**config.mk**
```make
export PLATFORM = sky130hd
export DESIGN_NAME = osc_pattern_gen
export DESIGN_NICKNAME = d
export VERILOG_FILES = /design/src/rtl/osc_pattern_gen.sv
export SDC_FILE = /design/constraint.sdc
export NUM_CORES = 1
export LEC_CHECK = 0
export ABC_CLOCK_PERIOD_IN_PS = 2300
export CAP_MARGIN = 20
export CORE_UTILIZATION = 55
export DETAILED_ROUTE_END_ITERATION = 12
export GPL_ROUTABILITY_DRIVEN = 0
export HOLD_SLACK_MARGIN = 0.12
export PLACE_DENSITY_LB_ADDON = 0.25
export SLEW_MARGIN = 20
export SYNTH_ARGS = -nofsm -noshare
export SYNTH_HDL_FRONTEND = slang
export SYNTH_SLANG_ARGS = --single-unit
```
**constraint.sdc**
```tcl
create_clock -name clk -period 2.3 [get_ports clk]
set_clock_uncertainty 0.05 [all_clocks]
set_input_delay 0.46 -clock clk [delete_from_list [all_inputs] [get_ports clk]]
set_output_delay 0.46 -clock clk [all_outputs]
set_load 0.005 [all_outputs]
```
**src/rtl/osc_pattern_gen.sv**
```systemverilog
// Oscillator-driven LED pattern generator: prescaled update tick, debounced
// mode button, and four LED pattern modes on an N-wide bank.

module osc_pg_sync2 (
  input  logic clk,
  input  logic rst_n,
  input  logic i_d,
  output logic o_q
);

  logic r_s1;
  logic r_s2;

  // Two-flop synchroniser for the raw button level
  always_ff @(posedge clk or negedge rst_n) begin
    if (!rst_n) begin
      r_s1 <= 1'b0;
      r_s2 <= 1'b0;
    end else begin
      r_s1 <= i_d;
      r_s2 <= r_s1;
    end
  end

  assign o_q = r_s2;

endmodule

module osc_pg_debounce #(
  parameter int Cycles = 4
) (
  input  logic clk,
  input  logic rst_n,
  input  logic i_level,
  output logic o_press
);

  localparam int CntW = (Cycles > 1) ? $clog2(Cycles) : 1;
  localparam logic [CntW-1:0] CntLast = CntW'(Cycles - 1);
  localparam logic [CntW-1:0] CntZero = {CntW{1'b0}};
  localparam logic [CntW-1:0] CntOne  = CntW'(1);

  logic [CntW-1:0] r_cnt;
  logic            r_level;
  logic            r_level_d;
  logic            r_press;

  // Accept a new level only after Cycles consecutive differing samples;
  // the press pulse is one cycle after the debounced rising edge
  always_ff @(posedge clk or negedge rst_n) begin
    if (!rst_n) begin
      r_cnt     <= CntZero;
      r_level   <= 1'b0;
      r_level_d <= 1'b0;
      r_press   <= 1'b0;
    end else begin
      if (i_level == r_level) begin
        r_cnt <= CntZero;
      end else if (r_cnt == CntLast) begin
        r_level <= i_level;
        r_cnt   <= CntZero;
      end else begin
        r_cnt <= r_cnt + CntOne;
      end
      r_level_d <= r_level;
      r_press   <= r_level & ~r_level_d;
    end
  end

  assign o_press = r_press;

endmodule

module osc_pg_prescaler #(
  parameter int Div = 10
) (
  input  logic clk,
  input  logic rst_n,
  input  logic i_restart,
  output logic o_tick
);

  localparam int CntW = $clog2(Div);
  localparam logic [CntW-1:0] CntLast = CntW'(Div - 1);
  localparam logic [CntW-1:0] CntZero = {CntW{1'b0}};
  localparam logic [CntW-1:0] CntOne  = CntW'(1);

  logic [CntW-1:0] r_cnt;
  logic            r_tick;

  // A restart realigns the count so the next tick is a full period away
  always_ff @(posedge clk or negedge rst_n) begin
    if (!rst_n) begin
      r_cnt  <= CntZero;
      r_tick <= 1'b0;
    end else if (i_restart) begin
      r_cnt  <= CntZero;
      r_tick <= 1'b0;
    end else if (r_cnt == CntLast) begin
      r_cnt  <= CntZero;
      r_tick <= 1'b1;
    end else begin
      r_cnt  <= r_cnt + CntOne;
      r_tick <= 1'b0;
    end
  end

  assign o_tick = r_tick;

endmodule

module osc_pg_pattern #(
  parameter int Width = 3
) (
  input  logic             clk,
  input  logic             rst_n,
  input  logic             i_press,
  input  logic             i_tick,
  output logic [Width-1:0] o_led,
  output logic [1:0]       o_mode
);

  typedef enum logic [1:0] {
    MODE_COUNT = 2'd0,
    MODE_WALK  = 2'd1,
    MODE_BLINK = 2'd2,
    MODE_HOLD  = 2'd3
  } mode_e;

  localparam logic [Width-1:0] LedZero = {Width{1'b0}};
  localparam logic [Width-1:0] LedOne  = {{(Width-1){1'b0}}, 1'b1};

  mode_e            r_mode;
  logic [Width-1:0] r_led;

  function automatic mode_e next_mode(input mode_e m);
    case (m)
      MODE_COUNT: next_mode = MODE_WALK;
      MODE_WALK:  next_mode = MODE_BLINK;
      MODE_BLINK: next_mode = MODE_HOLD;
      MODE_HOLD:  next_mode = MODE_COUNT;
      default:    next_mode = MODE_COUNT;
    endcase
  endfunction

  // HOLD freezes whatever the bank showed when the mode was entered
  function automatic logic [Width-1:0] entry_led(input mode_e m, input logic [Width-1:0] cur);
    case (m)
      MODE_COUNT: entry_led = LedZero;
      MODE_WALK:  entry_led = LedOne;
      MODE_BLINK: entry_led = LedZero;
      MODE_HOLD:  entry_led = cur;
      default:    entry_led = LedZero;
    endcase
  endfunction

  function automatic logic [Width-1:0] tick_led(input mode_e m, input logic [Width-1:0] cur);
    case (m)
      MODE_COUNT: tick_led = cur + LedOne;
      MODE_WALK:  tick_led = {cur[Width-2:0], cur[Width-1]};
      MODE_BLINK: tick_led = ~cur;
      MODE_HOLD:  tick_led = cur;
      default:    tick_led = cur;
    endcase
  endfunction

  // Mode FSM; a press takes priority over a coincident tick update
  always_ff @(posedge clk or negedge rst_n) begin
    if (!rst_n) begin
      r_mode <= MODE_COUNT;
      r_led  <= LedZero;
    end else if (i_press) begin
      r_mode <= next_mode(r_mode);
      r_led  <= entry_led(next_mode(r_mode), r_led);
    end else if (i_tick) begin
      r_led <= tick_led(r_mode, r_led);
    end
  end

  assign o_led  = r_led;
  assign o_mode = r_mode;

endmodule

module osc_pattern_gen #(
  parameter int OscF           = 24000000,
  parameter int TickHz         = 4,
  parameter int NumLeds        = 3,
  parameter int DebounceCycles = OscF / 100
) (
  input  logic               clk,
  input  logic               rst_n,
  input  logic               button,
  output logic [NumLeds-1:0] led,
  output logic [1:0]         mode,
  output logic               tick
);

  localparam int TickDiv = OscF / TickHz;

  logic w_btn_sync;
  logic w_press;
  logic w_tick;

  osc_pg_sync2 u_sync (
    .clk   (clk),
    .rst_n (rst_n),
    .i_d   (button),
    .o_q   (w_btn_sync)
  );

  osc_pg_debounce #(.Cycles(DebounceCycles)) u_debounce (
    .clk     (clk),
    .rst_n   (rst_n),
    .i_level (w_btn_sync),
    .o_press (w_press)
  );

  osc_pg_prescaler #(.Div(TickDiv)) u_prescaler (
    .clk       (clk),
    .rst_n     (rst_n),
    .i_restart (w_press),
    .o_tick    (w_tick)
  );

  osc_pg_pattern #(.Width(NumLeds)) u_pattern (
    .clk     (clk),
    .rst_n   (rst_n),
    .i_press (w_press),
    .i_tick  (w_tick),
    .o_led   (led),
    .o_mode  (mode)
  );

  assign tick = w_tick;

endmodule

```
==> results of run 1 <==
-- final cells by class --
type / count / area (um^2)
fill: 370 / 1660
multi-input combinational: 194 / 1260
tap: 52 / 65.1
inverter: 7 / 26.3
sequential: 52 / 1300
clock buffer: 8 / 90.1
timing repair buffer: 11 / 97.6
-- logic make-up after synthesis --
| group | synth area share [%] |
|---|---|
| simple gates | 26.1 |
| buf+inv | 3.16 |
| fa+ha+maj | 3.30 |
| xor+xnor | 8.59 |
| flops | 49.1 |
| compound gates | 8.92 |
| mux | 0.803 |
-- registers in the layout (all words and copies together) (netlist names) --
signal and cells:
u_debounce.r_level 1, u_prescaler.r_cnt 23, u_debounce.o_press 1, u_debounce.r_level_d 1
u_pattern.o_mode 2, u_sync.o_q 1, u_pattern.o_led 3, u_sync.r_s1 1
u_debounce.r_cnt 18, u_prescaler.o_tick 1
-- report_power, final --
group / switching (mW) / internal [mW] / total, mW
registers: 0.00609 / 0.919 / 0.925
clock network: 0.283 / 0.246 / 0.528
logic: 0.0275 / 0.00988 / 0.0374
-- placed cells by master (no fill, tap or decap), drive strengths merged, types with 8 or more instances in the layout --
cell,count
o21ai,9
dfrtp,52
a21oi,14
xor2,17
clkbuf,8
xnor2,9
nand4,12
nand2,19
nand3,16
nor2,31
-- worst reg2reg max path: cells and delay by family (launching register included) --
kind | cells | cell delay (ns)
adder cells (fa/ha/maj) | 1 | 0.22
flip-flops | 1 | 0.41
AND/OR/NAND/NOR | 3 | 1.00
AO/OA/AOI/OAI | 1 | 0.15
-- cell usage after synthesis, types with 4 or more instances --
cell type,count,area [um^2]
sky130_fd_sc_hd__a21oi_1,12,60.1
sky130_fd_sc_hd__and3_1,7,43.8
sky130_fd_sc_hd__and4_1,5,43.8
sky130_fd_sc_hd__buf_2,4,20.0
sky130_fd_sc_hd__dfrtp_1,52,1300
sky130_fd_sc_hd__ha_1,7,87.6
sky130_fd_sc_hd__inv_1,7,26.3
sky130_fd_sc_hd__nand2_1,18,67.6
sky130_fd_sc_hd__nand3_1,14,70.1
sky130_fd_sc_hd__nand4_1,11,68.8
sky130_fd_sc_hd__nor2_1,31,116
sky130_fd_sc_hd__nor4_1,4,25.0
sky130_fd_sc_hd__o21ai_0,9,45.0
sky130_fd_sc_hd__o31ai_1,6,45.0
sky130_fd_sc_hd__or3_1,6,37.5
sky130_fd_sc_hd__or4_1,4,30.0
sky130_fd_sc_hd__xnor2_1,9,78.8
sky130_fd_sc_hd__xor2_1,17,149
-- routing by layer --
metal	vias to the layer above	wire length (um)
li1	956	-
met1	924	2120
met2	31	2110
met3	8	142
met4	0	79
met5	-	0
-- how the worst max path moves through the flow --
| stage | end | cells after the start | slack [ns] |
|---|---|---|---|
| after global placement | u_debounce.r_cnt[16] | 5 | 0.47 |
| final | u_prescaler.r_cnt[20] | 5 | 0.41 |
| after detailed placement | u_prescaler.r_cnt[20] | 5 | 0.41 |
| after global routing | u_prescaler.r_cnt[9] | 5 | 0.26 |
| after floorplan | u_debounce.r_cnt[16] | 6 | 0.52 |
| after CTS | u_prescaler.r_cnt[20] | 5 | 0.39 |
==> out/results.env, run 1 <==
GRT_REMAINING_OVERFLOW=0
CLOCK_INSERTION_DELAY_WORST_SKEW_NS=0.30
PEAK_PER_STAGE_DELAY_ON_THE_CRITICAL_PATH_NS=0.41
WORST_PIN_SLEW_NS=0.635
CTS.CLK_SLEW.WORST_PATHS_NS=0.09
CRIT_PATH_END_KIND='flip-flop'
CTS-ROOT-TO-SINK-BUFFERS=2
FINAL_NET_COUNT=281
TOTAL_LEAKAGE_POWER_nW=1.22
YS_FF_LATCH=52
DETAILROUTE.VIA_COUNT=1919
HOLD_PATH_CLASS='in -> async'
FINAL_MAX_SLEW_VIOL_COUNT=0
CRIT_PATH_MAX_FANOUT=7
MAXCAPVIOLATIONS=0
HOLD_VIOL_FINAL=0
INITIAL_CORE_UTIL_PCT=58.8
FLOORPLAN.DIE.WIDTH_UM=71.4
PLACEMENT_ROWS=24
SYNTH_FP_NETS=273
CLOCK-ROOT-BUFFER='sky130_fd_sc_hd__clkbuf_8'
FINAL_ANTENNA_NET_COUNT=0
CLOCK_TREE.HTREE_LEVEL_COUNT=2
HPWLAFTERDP_MM=3.11
CTS_POST_SETUP_BUFFERS_INSERTED=0
START_KIND='flip-flop'
DP_WORST_SETUP_SLACK_NS=0.409
TRITONCTS='yes'
TNS_NS=0
PLACED_CELLS_INCL_TAPS=316
POSTLAYOUTSETUPSLACKWORST_NS=0.407
ANTENNADIODECOUNT=0
VIAS_IN_THE_FIRST_GLOBAL_ROUTE=1845
PERIOD_NEEDED_NS=1.89
PLACED_AREA_MM2=0.00276
CRITPATHBUFINV=0
OUTCOME='completed'
NUMBER_OF_ENABLE_FLIP_FLOP_CELLS_AFTER_SYNTHESIS=0
TIMING.HOLD.WS_NS=0.197
GRT_SETUP_UNREPAIRED='no'
WORST-ENDPOINT-REQUIRED_NS=2.48
GRT_UTIL_ALL_LAYERS_PCT=20.3
MET2_RESOURCE_USE_GR_PCT=33.1
GRT.MET1_USAGE_PCT=26.6
TIMING_WORST_SETUP_PATH_TYPE='reg -> reg'
FINAL_LAYOUT_SIZE_SUFFIX_GT1_SHARE_PCT=8.46
DIE-AREA_MM2=0.00510
IO_BUFFERS=8
POST_CTS_RESIZED=0
MAXSLEWHEADROOM_PCT=57.6
GRTUSAGEMET3_PCT=4.64
CATEGORY_OF_CELLS_ACCOUNTING_FOR_THE_LARGEST_SHARE_OF_CRITICAL_PATH_DELAY='simple AND/OR/NAND/NOR gates'
YS_ASYNC_SR_FRACTION_PCT=100
GRT_ANTENNA_BEFORE_REPAIR=0
CELLPOWERDENSITY_mW_PER_MM2=524
RR_ENDPOINT='u_prescaler.r_cnt[20]'
POSTSYNTHAREAPERCELL_UM2=10.1
TIMING.CRITICAL_PATH.FROM='u_prescaler.r_cnt[0]'
CTS_SINKS=52
YS_TYPES=47
LAYOUT_WORST_PATH_CYCLE_SHARE_PCT=82.3
SYNTH-SEQ-AREA-SHARE_PCT=49.1
NUMBER_OF_SETUP_VIOLATIONS_IN_THE_FINAL_REPORT=0
NUMCTSBUFFERS=5
GRT_FIRST_PASS_WIRELENGTH_MM=8.02
FINAL_CELLS=324
PLACEABLE_CORE_REGION_MM2=0.00450
DESIGN.PORTCOUNT=9
TOP_USAGE_LAYER='met2'
SYNTHFLOPTYPE='sky130_fd_sc_hd__dfrtp_1'
DRT-INITIAL-DRC-COUNT=109
NUMBER_OF_CELLS_ON_THE_WORST_REG_TO_REG_PATH=5
DRT_PRE_ANTENNA_ITERS=4
FINAL_CORE_UTIL_PCT=63.2
VIA_DENSITY_PER_INSTANCE=5.92
REPORT.POWER.TOTAL_mW=1.49
AREA_GROWTH_FROM_SYNTHESIS_TO_LAYOUT_PCT=7.37
NETLIST_AREA_MM2=0.00265
PIN_COUNT_OF_THE_BIGGEST_NET_ENTERING_GLOBAL_ROUTING=53
WORST_R2R_STARTPOINT='u_prescaler.r_cnt[0]'
REG2REG_SLACK_NS=0.41
DIE_H_UM=71.4
WORSTPATHARRIVAL_NS=2.08
SYN-INSTANCE-COUNT=263
DETAIL_ROUTE.WIRELENGTH_MM=4.45
CPMAXSTAGEDELAYCELL='sky130_fd_sc_hd__dfrtp_1'
FMAX_MHz=528
ROUTED_LEN_INST_UM=13.7
DETAIL_ROUTE.DRC_VIOLATIONS=0
CRIT_PATH_CELL_TRACE='ha_1, and4_1, nand4_1, or3_1, a21oi_1'
SYNTHESIS.YOSYS.WARNINGS=0
MAX-VDD-IR-DROP_V=0.000343
CTS_HOLD_BUFFERS=0
FINISH.INSTANCE_AREA_MM2=0.00285
(Power assumes the default switching activity.)
==> inputs of run 2 (changes only) <==
- ABC_CLOCK_PERIOD_IN_PS: 2300 -> 1900
- clock period: 2.3 -> 1.9 ns (I/O delays scaled with it)
==> out/results.env, run 2 (synthesized netlist as in run 1, its figures left out) <==
PIN_COUNT_OF_THE_BIGGEST_NET_ENTERING_GLOBAL_ROUTING=53  # unchanged
NUMCTSBUFFERS=5  # unchanged
TOTAL_LEAKAGE_POWER_nW=1.28  # +4.8%
TNS_NS=0  # unchanged
MAXSLEWHEADROOM_PCT=68.4  # +11 points
POSTLAYOUTSETUPSLACKWORST_NS=0.118  # -0.288 ns
LAYOUT_WORST_PATH_CYCLE_SHARE_PCT=93.8  # +11 points
FINAL_CELL_MIX='sky130_fd_sc_hd__dfrtp_1, sky130_fd_sc_hd__nor2_1, sky130_fd_sc_hd__nand2_1'
ROUTED_LEN_INST_UM=14.8  # +7.8%
AREA_GROWTH_FROM_SYNTHESIS_TO_LAYOUT_PCT=11.0
CPMAXSTAGEDELAYCELL='sky130_fd_sc_hd__or3b_2'
OUTCOME='completed'
CRIT_PATH_CELL_TRACE='ha_1, or3b_2, and3_1, a311o_1'
CTS-ROOT-TO-SINK-BUFFERS=2  # unchanged
WORST_PIN_SLEW_NS=0.468  # -0.168 ns
INITIAL_CORE_UTIL_PCT=58.8  # unchanged
MAX-VDD-IR-DROP_V=0.000362  # +5.7%
GRT_FIRST_PASS_WIRELENGTH_MM=8.58  # +7.0%
GRT_SETUP_UNREPAIRED='no'
HOLD_VIOL_FINAL=0  # unchanged
CRIT_PATH_MAX_FANOUT=6  # -1
PLACEABLE_CORE_REGION_MM2=0.00450  # unchanged
VIA_DENSITY_PER_INSTANCE=5.91  # -0.26%
WORSTPATHARRIVAL_NS=1.92  # -0.16 ns
FINAL_LAYOUT_SIZE_SUFFIX_GT1_SHARE_PCT=12.1  # +3.6 points
GRT_UTIL_ALL_LAYERS_PCT=22.0  # +1.8 points
DRT_PRE_ANTENNA_ITERS=4  # unchanged
PEAK_PER_STAGE_DELAY_ON_THE_CRITICAL_PATH_NS=0.51  # +0.10 ns
ANTENNADIODECOUNT=0  # unchanged
MAXCAPVIOLATIONS=0  # unchanged
GRT_REMAINING_OVERFLOW=0  # unchanged
IO_BUFFERS=8  # unchanged
FINAL_ANTENNA_NET_COUNT=0  # unchanged
TRITONCTS='yes'
GRT_ANTENNA_BEFORE_REPAIR=0  # unchanged
DETAILROUTE.VIA_COUNT=1973  # +2.8%
CTS.CLK_SLEW.WORST_PATHS_NS=0.08  # about the same
CTS_SINKS=52  # unchanged
LARGEST_REGISTER_FF_COUNT=23  # unchanged
CATEGORY_OF_CELLS_ACCOUNTING_FOR_THE_LARGEST_SHARE_OF_CRITICAL_PATH_DELAY='simple AND/OR/NAND/NOR gates'
WORST-ENDPOINT-REQUIRED_NS=2.04  # -0.44 ns
NUMBER_OF_SETUP_VIOLATIONS_IN_THE_FINAL_REPORT=0  # unchanged
VIAS_IN_THE_FIRST_GLOBAL_ROUTE=1887  # +2.3%
START_KIND='flip-flop'
TIMING_WORST_SETUP_PATH_TYPE='reg -> reg'
REG2REG_SLACK_NS=0.12  # -0.29 ns
CELLPOWERDENSITY_mW_PER_MM2=602  # +15%
CLOCK_INSERTION_DELAY_WORST_SKEW_NS=0.31  # about the same
DIE-AREA_MM2=0.00510  # unchanged
CRIT_PATH_END_KIND='flip-flop'
DRT-INITIAL-DRC-COUNT=131  # +20%
PERIOD_NEEDED_NS=1.78  # -0.112 ns
DIE_H_UM=71.4  # unchanged
CLOCK-ROOT-BUFFER='sky130_fd_sc_hd__clkbuf_8'
LARGEST-REGISTER='u_prescaler.r_cnt'
CTS_POST_SETUP_BUFFERS_INSERTED=0  # unchanged
TIMING.HOLD.WS_NS=0.307  # +0.109 ns
TIMING.CRITICAL_PATH.FROM='u_pattern.o_mode[1]'
FMAX_MHz=561  # +6.3%
FINAL_MAX_SLEW_VIOL_COUNT=0  # unchanged
DP_WORST_SETUP_SLACK_NS=0.0615  # -0.347 ns
HOLD_PATH_CLASS='reg -> reg'
DETAIL_ROUTE.WIRELENGTH_MM=4.94  # +11%
HPWLAFTERDP_MM=3.37  # +8.3%
DETAIL_ROUTE.DRC_VIOLATIONS=0  # unchanged
REPORT.POWER.TOTAL_mW=1.77  # +19%
DESIGN.PORTCOUNT=9  # unchanged
FLOORPLAN.DIE.WIDTH_UM=71.4  # unchanged
MOSTFREQUENTLAYOUTCELL='sky130_fd_sc_hd__dfrtp_1'
WORST_R2R_STARTPOINT='u_pattern.o_mode[1]'
PLACEMENT_ROWS=24  # unchanged
FINAL_NET_COUNT=292  # +3.9%
STARTPOINT_OF_THE_TIGHTEST_HOLD_CHECK_PATH='u_sync.r_s1'
CRITPATHBUFINV=0  # unchanged
CLOCK_TREE.HTREE_LEVEL_COUNT=2  # unchanged
-- run 2: worst reg2reg max path, cell delays in order (launching register included) --
cell and delay, ns:
sky130_fd_sc_hd__dfrtp_1 0.42, sky130_fd_sc_hd__ha_1 0.18, sky130_fd_sc_hd__or3b_2 0.51, sky130_fd_sc_hd__and3_1 0.20
sky130_fd_sc_hd__a311o_1 0.32
-- run 2: path summary, 6_finish.rpt --
kind,cells after the start,end
min in group asynchronous,3,u_pattern.o_led[2]
worst max-delay path,4,u_pattern.o_led[0]
worst min register to register,0,u_sync.o_q
worst min-delay path,0,u_sync.o_q
worst max register to register,4,u_pattern.o_led[0]
max in group asynchronous,3,u_debounce.r_cnt[2]
-- run 2: cell type report --
cell class                      instances  area [um^2]
Fill cell                             376         1560
Clock buffer                            6         72.6
Clock inverter                          1         5.00
Tap cell                               52         65.1
Multi-Input combinational cell        194         1280
Inverter                                7         26.3
Sequential cell                        52         1300
Timing Repair Buffer                   22          195
-- run 2: layer usage --
metal	vias to the layer above	share of wire [%]	track usage (%)
met4	0	1.7	7.78
met1	955	46	28.1
li1	972	-	-
met5	-	0	0
met2	39	49	36.9
met3	7	3.3	5.20
-- run 2: through the flow --
stage / instance area [um^2] / util [%] / std cells
2_1_floorplan: 2650 / - / 263
3_3_place_gp: 2840 / 63.1 / 326
3_5_place_dp: 2840 / 63.1 / 326
4_1_cts: 2930 / 65.1 / 334
5_1_grt: 2940 / 65.3 / 334
6_report: 2940 / 65.3 / 334
-- run 2: report_power, final --
part,internal [mW],switching [mW]
Clock,0.251,0.343
Sequential,1.11,0.00643
Combinational,0.0202,0.0368
-- run 2: what timing repair did --
action | 4_1_cts | 5_1_grt
hold endpoints to repair | 52 | 0
hold buffers | 1 | 0
gates resized for setup | 0 | 3
endpoints found under the setup margin | 0 | 21
